## config.mk

```make
export PLATFORM = sky130hd
export DESIGN_NAME = scan_arbiter
export DESIGN_NICKNAME = d
export VERILOG_FILES = /design/src/rtl/render_arb_pkg.sv /design/src/rtl/rr_pick.sv /design/src/rtl/scan_arbiter.sv
export SDC_FILE = /design/constraint.sdc
export NUM_CORES = 1
export LEC_CHECK = 0
export CAP_MARGIN = 30
export CORE_MARGIN = 1
export CORE_UTILIZATION = 32
export DETAILED_ROUTE_END_ITERATION = 6
export PLACE_DENSITY = 0.81
export SYNTH_ARGS = -nofsm -noshare
export SYNTH_HDL_FRONTEND = slang
export SYNTH_SLANG_ARGS = --single-unit
```

## constraint.sdc

```tcl
create_clock -name clk -period 2.15 [get_ports clk]
set_clock_uncertainty 0.1 [all_clocks]
set_input_delay 0.43 -clock clk [delete_from_list [all_inputs] [get_ports clk]]
set_output_delay 0.43 -clock clk [all_outputs]
set_load 0.03 [all_outputs]
```

## src/rtl/render_arb_pkg.sv

```systemverilog
// Shared types and helpers for the scan-line fill engine arbiter.
package render_arb_pkg;

    typedef enum logic [1:0] {
        IDLE      = 2'd0,
        START     = 2'd1,
        WAIT_DONE = 2'd2
    } arb_state_t;

    localparam int unsigned MAX_NREQ = 8;
    localparam int unsigned MAX_IDXW = 3;

    // Idle interval is empty (x0 > x1); truncated to the coordinate width at use.
    localparam logic [31:0] IDLE_X0 = 32'hFFFF_FFFF;
    localparam logic [31:0] IDLE_X1 = 32'h0000_0000;

    function automatic logic [MAX_NREQ-1:0] onehot(input logic [MAX_IDXW-1:0] idx);
        logic [MAX_NREQ-1:0] v;
        v      = '0;
        v[idx] = 1'b1;
        return v;
    endfunction

endpackage

```

## src/rtl/rr_pick.sv

```systemverilog
// Round-robin picker: first set request at or above the pointer, wrapping modulo NREQ.
module rr_pick #(
    parameter int unsigned NREQ = 4
) (
    input  logic [NREQ-1:0]         i_req,
    input  logic [$clog2(NREQ)-1:0] i_ptr,
    output logic                    o_found,
    output logic [$clog2(NREQ)-1:0] o_idx
);
    localparam int unsigned IDXW = $clog2(NREQ);

    int w_pos;

    // Scan from farthest to nearest so the nearest hit to the pointer wins.
    always_comb begin
        o_found = 1'b0;
        o_idx   = '0;
        w_pos   = 0;
        for (int k = int'(NREQ) - 1; k >= 0; k--) begin
            w_pos = (int'(i_ptr) + k) % int'(NREQ);
            if (i_req[IDXW'(w_pos)]) begin
                o_found = 1'b1;
                o_idx   = IDXW'(w_pos);
            end
        end
    end

endmodule

```

## src/rtl/scan_arbiter.sv

```systemverilog
// Round-robin arbiter sharing one scan-line fill engine between NREQ renderers.
// Define SCAN_ARB_GRANT_COUNT_EN to add per-requester saturating grant counters.
module scan_arbiter
    import render_arb_pkg::*;
#(
    parameter int unsigned NREQ  = 4,
    parameter int unsigned CORDW = 10
`ifdef SCAN_ARB_GRANT_COUNT_EN
    ,
    parameter int unsigned CNTW  = 16
`endif
) (
    input  logic                    clk,
    input  logic                    rst_n,
    input  logic [NREQ-1:0]         req,
    input  logic [NREQ*CORDW-1:0]   req_x0,
    input  logic [NREQ*CORDW-1:0]   req_x1,
    output logic [NREQ-1:0]         ack,
    output logic [NREQ-1:0]         grant,
    output logic [$clog2(NREQ)-1:0] grant_idx,
    output logic                    busy,
    output logic                    scan_start,
    input  logic [CORDW-1:0]        scan_y,
    input  logic                    scan_done,
`ifdef SCAN_ARB_GRANT_COUNT_EN
    input  logic                    cnt_clr,
    output logic [NREQ*CNTW-1:0]    grant_cnt,
`endif
    output logic [CORDW-1:0]        scan_x0,
    output logic [CORDW-1:0]        scan_x1,
    output logic [CORDW-1:0]        req_y
);
    localparam int unsigned IDXW = $clog2(NREQ);

    arb_state_t       r_state;
    arb_state_t       w_state_nxt;
    logic [NREQ-1:0]  r_grant,     w_grant_nxt;
    logic [IDXW-1:0]  r_grant_idx, w_grant_idx_nxt;
    logic             r_busy,      w_busy_nxt;
    logic             r_start,     w_start_nxt;
    logic [NREQ-1:0]  r_ack,       w_ack_nxt;
    logic [IDXW-1:0]  r_ptr,       w_ptr_nxt;

    logic [NREQ-1:0]  w_req_eff;
    logic             w_found;
    logic [IDXW-1:0]  w_win_idx;
    logic [CORDW-1:0] w_x0;
    logic [CORDW-1:0] w_x1;

    // The requester being acked this cycle cannot win again immediately.
    assign w_req_eff = req & ~r_ack;

    rr_pick #(.NREQ(NREQ)) u_rr_pick (
        .i_req   (w_req_eff),
        .i_ptr   (r_ptr),
        .o_found (w_found),
        .o_idx   (w_win_idx)
    );

    always_ff @(posedge clk) begin
        if (!rst_n) begin
            r_state     <= IDLE;
            r_grant     <= '0;
            r_grant_idx <= '0;
            r_busy      <= 1'b0;
            r_start     <= 1'b0;
            r_ack       <= '0;
            r_ptr       <= '0;
        end else begin
            r_state     <= w_state_nxt;
            r_grant     <= w_grant_nxt;
            r_grant_idx <= w_grant_idx_nxt;
            r_busy      <= w_busy_nxt;
            r_start     <= w_start_nxt;
            r_ack       <= w_ack_nxt;
            r_ptr       <= w_ptr_nxt;
        end
    end

    always_comb begin
        w_state_nxt = r_state;
        case (r_state)
            IDLE:      if (w_found)   w_state_nxt = START;
            START:                    w_state_nxt = WAIT_DONE;
            WAIT_DONE: if (scan_done) w_state_nxt = IDLE;
            default:                  w_state_nxt = IDLE;
        endcase
    end

    // Next values of the registered outputs; start and ack are single-cycle pulses.
    always_comb begin
        w_grant_nxt     = r_grant;
        w_grant_idx_nxt = r_grant_idx;
        w_busy_nxt      = r_busy;
        w_start_nxt     = 1'b0;
        w_ack_nxt       = '0;
        w_ptr_nxt       = r_ptr;
        case (r_state)
            IDLE: begin
                if (w_found) begin
                    w_grant_nxt     = NREQ'(onehot(MAX_IDXW'(w_win_idx)));
                    w_grant_idx_nxt = w_win_idx;
                    w_busy_nxt      = 1'b1;
                    w_start_nxt     = 1'b1;
                end
            end
            WAIT_DONE: begin
                if (scan_done) begin
                    w_ack_nxt   = NREQ'(onehot(MAX_IDXW'(r_grant_idx)));
                    w_grant_nxt = '0;
                    w_busy_nxt  = 1'b0;
                    w_ptr_nxt   = (r_grant_idx == IDXW'(NREQ - 1)) ? '0
                                                                   : r_grant_idx + IDXW'(1);
                end
            end
            default: ;
        endcase
    end

    always_comb begin
        w_x0 = CORDW'(IDLE_X0);
        w_x1 = CORDW'(IDLE_X1);
        if (|r_grant) begin
            for (int i = 0; i < int'(NREQ); i++) begin
                if (r_grant_idx == IDXW'(i)) begin
                    w_x0 = req_x0[i*CORDW +: CORDW];
                    w_x1 = req_x1[i*CORDW +: CORDW];
                end
            end
        end
    end

`ifdef SCAN_ARB_GRANT_COUNT_EN
    logic [CNTW-1:0] r_cnt [NREQ];
    logic            w_issue;

    assign w_issue = (r_state == IDLE) && w_found;

    // Clear wins over increment; counters stick at all-ones.
    always_ff @(posedge clk) begin
        for (int i = 0; i < int'(NREQ); i++) begin
            if (!rst_n || cnt_clr) begin
                r_cnt[i] <= '0;
            end else if (w_issue && (w_win_idx == IDXW'(i)) && (r_cnt[i] != '1)) begin
                r_cnt[i] <= r_cnt[i] + CNTW'(1);
            end
        end
    end

    always_comb begin
        grant_cnt = '0;
        for (int i = 0; i < int'(NREQ); i++) begin
            grant_cnt[i*CNTW +: CNTW] = r_cnt[i];
        end
    end
`endif

    assign grant      = r_grant;
    assign grant_idx  = r_grant_idx;
    assign busy       = r_busy;
    assign scan_start = r_start;
    assign ack        = r_ack;
    assign scan_x0    = w_x0;
    assign scan_x1    = w_x1;
    assign req_y      = scan_y;

endmodule

```

### Word level (Yosys, flattened, before mapping)

Index checks and enable logic that the tools add are counted.

* reductions and logical operators: 12
* muxes and demuxes: 45
* bitwise gates (word level): 2
* order comparisons: 8
* add/sub/neg operators: 4
* equality and inequality tests: 7

Operators with widths (number)
* $mux 10: 10
* $lt 2x4->1 const B: 6
* $mux 1: 17
* $mux 2: 7
* $bmux 1 s2: 4
* $mux 4: 2
* $pmux 4 s2: 1
* $reduce_and 2->1: 4
* $eq 2x2->1 const B: 3
* $pmux 2 s3: 1
* $reduce_and 3->1: 2
* $add 2x1->2 const B: 2
* $add 2x2->2 const B: 2
* $and 4x4->4: 1
* $demux 1 s2: 2
* $eq 2x1->1 const B: 2
* $ge 2x1->1 const B: 2
* $logic_not 2->1: 2
* $not 4->4: 1
* $reduce_or 4->1: 1
* $logic_and 1x1->1: 2
* $ne 2x1->1 const B: 1
* $ne 2x2->1 const B: 1
* $pmux 1 s2: 1
* $reduce_bool 2->1: 1

* bits in registers: 16
* input bits: 97
* logic and storage cells: 85

### Logic depth before layout (Yosys ltp)

* depth after elaboration: 15
* gate-level depth with buffers: 8
* gate-level depth less buffers: 6

### By module

From an unflattened synthesis, not the netlist that was laid out.

* cells, all modules: 188
* area total of the unflattened synthesis: 1567.8 sq um

By module, submodules not included
* scan_arbiter: times used 1, area an instance 1490.2 sq um, cells each 175
* rr_pick: times used 1, area an instance 77.6 sq um, cells each 13

### Worst setup path after synthesis

OpenSTA, ideal clock, no wires.

* kind: register to output
* start point: register r_grant_idx[0] (netlist: grant_idx[0])
* end point: output port scan_x0[9]
* slack: -0.485 ns
* arrival time: 2.105 ns
* required time: 1.620 ns
* stages on the path, launching flop included: 9
* cell sequence: dfxtp_1 inv_1 ha_1 nor2b_1 buf_2 buf_2 a221oi_1 a211oi_1 o21ai_1

* cells in the longest elaborated chain, start to end: 6
* elaborated cells on any way between the ends: 9
* those cells by class: eq/ne: 3; mux: 5; reduce/logical: 1

Ends and longest elaborated chain
* start, declared: line scan_arbiter.sv:38 `logic [IDXW-1:0] r_grant_idx, w_grant_idx_nxt;`
* start signal, assigned: line scan_arbiter.sv:72 `r_grant_idx <= w_grant_idx_nxt;`
* $logic_not 2->1: line scan_arbiter.sv:125 `if (r_grant_idx == IDXW'(i)) begin`
* $mux 10 (3 in a row): line scan_arbiter.sv:125
* $mux 10 (*): line scan_arbiter.sv:125
* $mux 10 (*): line scan_arbiter.sv:123 `if (|r_grant) begin`
* end, declared: line scan_arbiter.sv:29 `output logic [CORDW-1:0] scan_x0,`

Every way passes the cells marked *; elsewhere a longest branch is shown, timed or not.

### Worst setup path in the final report

* start point: register r_grant_idx[0] (netlist: grant_idx[0])
* end point: output port scan_x1[6]

* cells in the longest elaborated chain, start to end: 6
* elaborated cells on any way between the ends: 9
* those cells by class: eq/ne: 3; mux: 5; reduce/logical: 1

Ends and longest elaborated chain
* $logic_not 2->1: line scan_arbiter.sv:125
* $mux 10 (3 in a row): line scan_arbiter.sv:125
* $mux 10 (*): line scan_arbiter.sv:125
* $mux 10 (*): line scan_arbiter.sv:123
* end, declared: line scan_arbiter.sv:30 `output logic [CORDW-1:0] scan_x1,`

Marks and branches as above.

==> reports/results.ini <==
[outcome]
status = complete, but fails checks
violations = negative setup slack

[detailed_routing]
vias = 2057
route.detailed.drc = 0
avgRoutedWirePerCell_um = 14.71
avgViaCountPerCell = 5.117
detail-route-antenna-nets = 0
drtPass1Iterations = 4
wirelength_um = 5913
drt_iter0_drc = 53

[final_layout]
regArea_um2 = 327.8
fill_cells = 382
multi_input_area_um2 = 1289
fin_util_pct = 69.70
drive_above_1_share_pct = 31.04
area.growth.synth_to_final_pct = 107.8
antenna_cells = 0
fin_nets = 437
fin_area_um2 = 3336
final_cells = 402

[yosys]
async_flop_share_pct = 0
synth_flop_cell = dfxtp_1
avgSynthCellArea_um2 = 7.364
yosysUniqueCellTypes = 39
synthCells = 218
yosys_warnings = 0
netlist.area_leader.share_pct = 19.95
netlist_area_um2 = 1605
syn_nets = 319
ys_ff_latch = 16
synthTopCellsByArea = dfxtp_1 20%, a221oi_1 10%, inv_1 8.7%
ys_seq_area_share_pct = 19.95
synth-edff-count = 0
yosysTopAreaCell = dfxtp_1

[sta]
finalSetupTns_ns = -2.440
slew_violations = 0
setup_viol = 20
relSlewSlack_pct = 68.75
period_needed_ns = 2.300
rsz0062_at_grt = yes
hold_viol = 0
fmax_ghz = 0.4348
tightestPinTransition_ns = 0.4627
setup_ws_ns = -0.1498
fin_crit_sh_pct = 107.0

[floorplanning]
die_h_um = 72.83
start_util_pct = 33.54
io_pins = 139
fp.coreArea_um2 = 4786
die-area_um2 = 5303
dieWidth_um = 72.83
std_cell_rows = 25

[pwr]
total_power_w = 0.001606
leakage_nw = 1.365
cellPowerDensity_nw_per_um2 = 481.4
vdd_drop_max_uv = 228.9

[clock_network]
cts_tree = built
clock-sinks = 16
h-tree-depth = 1
cts_root_buf = clkbuf_8
cts_buffers = 3
clock_latency_ns = 0.25
clockBufferDepth = 2
path_clk_slew_ns = 0.06
cts_hold_repair.buffers = 0

[global_route]
grt_overflow_total = 0
grt_pass1_vias = 2031
grt_first_pass_wirelength_um = 9163
antenna_found_initial = 0
use_met2_pct = 41.64
grt_max_degree = 27
grtUsageMet3_pct = 2.210
grt_usage_pct = 21.75
grt_util_met1_pct = 26.05
grt.busiest_layer = met2

[critical_path]
cp_num_buf_inv = 4
crit_family = buffers and inverters
cpMostUsedCell = buf_4
max_stage_delay_ns = 0.39
r2r_slack_ns = 0.57
crit_path_start_kind = flip-flop
crit_required_ns = 1.62
critPathKind = reg2out
cp_cell_sequence = inv_4 > ha_4 > buf_4 > buf_4 > and3b_1 > a211oi_1 > a211o_1 > a21oi_2 > buf_6
cp_max_fo = 4
critPathCaptureType = output port
critical_path_arrival_ns = 1.77
cpMaxStageDelayCell = dfxtp_4

[placement]
numPortBuffers = 118
post_dp_cell_area_um2 = 2948
place_congestion = 0.8180
placed_cells = 394
dp_hpwl_um = 4407

[min_path]
hold_path.class = reg2reg

[run]
drv_cap = 0

-- cell type report --
type                            instances  share of cell area, %
Timing Repair Buffer                  138                  43.36
Multi-Input combinational cell        140                  38.63
Sequential cell                        16                  9.827
Inverter                               37                  4.314
Tap cell                               67                  2.513
Clock buffer                            4                  1.350
-- cells by family after synthesis --
logic type               synth area share (%)
buffers and inverters                   17.07
multiplexers                           0.6236
flip-flops                              19.95
AND/OR/NAND/NOR                         19.80
AO/OA/AOI/OAI                           39.44
adder cells (fa/ha/maj)                 3.118
-- sequential cells by signal (all words and copies together) (netlist names) --
name,flops
ack,4
busy,1
grant,4
grant_idx,2
r_ptr,2
r_state,2
scan_start,1
-- per-layer routing --
layer  routed length, um  vias to the layer above
li1                    -                     1011
met1                2438                      958
met2                3098                       81
met3                 324                        7
met4                  51                        0
met5                   0                        -
-- path summary, 6_finish.rpt --
kind	from	to	depth (start not counted)
setup / recovery	grant_idx[0]$_SDFFE_PN0P_	scan_x1[6]	9
hold / removal	busy$_SDFFE_PN0P_	busy$_SDFFE_PN0P_	2
setup reg to reg	ack[0]$_SDFF_PN0_	grant[2]$_SDFFE_PN0P_	4
hold reg to reg	busy$_SDFFE_PN0P_	busy$_SDFFE_PN0P_	2
-- stage by stage --
stage	setup slack, ns	hold slack (ns)
5_1_grt	-0.2254	0.4003
3_5_place_dp	-0.08653	0.3628
3_3_place_gp	-0.05108	0.3524
6_report	-0.1498	0.3660
2_1_floorplan	-0.02059	0.4032
4_1_cts	-0.1437	0.3720
-- report_power, final --
group | leakage, nW | internal [W] | switching (W)
clock | 0.0228 | 0.000131 | 0.000101
sequential | 0.132 | 0.000315 | 0.0000196
combinational | 1.21 | 0.000538 | 0.000501
total | 1.37 | 0.000984 | 0.000622
-- cell usage after synthesis (all sizes together), types with 4 or more instances --
cell type / instances
inv: 37
a221oi: 19
dfxtp: 16
nand2: 16
nor2b: 15
a21oi: 14
buf: 14
a211oi: 13
o21ai: 12
clkbuf: 11
a211o: 10
nor2: 5
and3: 4
ha: 4
nand3: 4
o32ai: 4
-- worst register-to-register path, stage by stage (launching register included) --
cell and delay [ns]:
dfxtp_1 0.40, nor2b_4 0.08, a2111oi_4 0.40, o31ai_1 0.15, o32ai_1 0.33
-- cells in the final DEF (no fill, tap or decap), types with 2 or more instances in the layout --
cell	synthesis	layout
nor2_1	5	5
a211oi_1	11	2
a221oi_4	0	2
nor2b_4	2	3
clkbuf_8	0	3
and3_1	4	4
clkdlybuf4s50_1	0	98
dfxtp_4	0	2
buf_4	10	13
a211oi_2	2	11
nand2b_1	2	2
a221oi_1	19	5
a221oi_2	0	12
a21oi_2	0	10
nor2b_1	12	11
inv_1	37	35
buf_12	0	3
a21oi_1	14	4
dfxtp_1	16	14
o21a_1	2	2
nand3_1	4	4
ha_4	0	3
o32ai_1	4	4
inv_4	0	2
a211o_1	10	10
buf_6	0	22
nand2_1	16	16
o21ai_2	0	10
and3b_1	2	2
-- what timing repair did --
action,CTS,global route
pin swaps,33,4
setup endpoints to repair,20,20
resized for setup,48,7
buffers inserted,1,1
cloned,2,0
No activity file was read; power rests on OpenSTA's default activity.
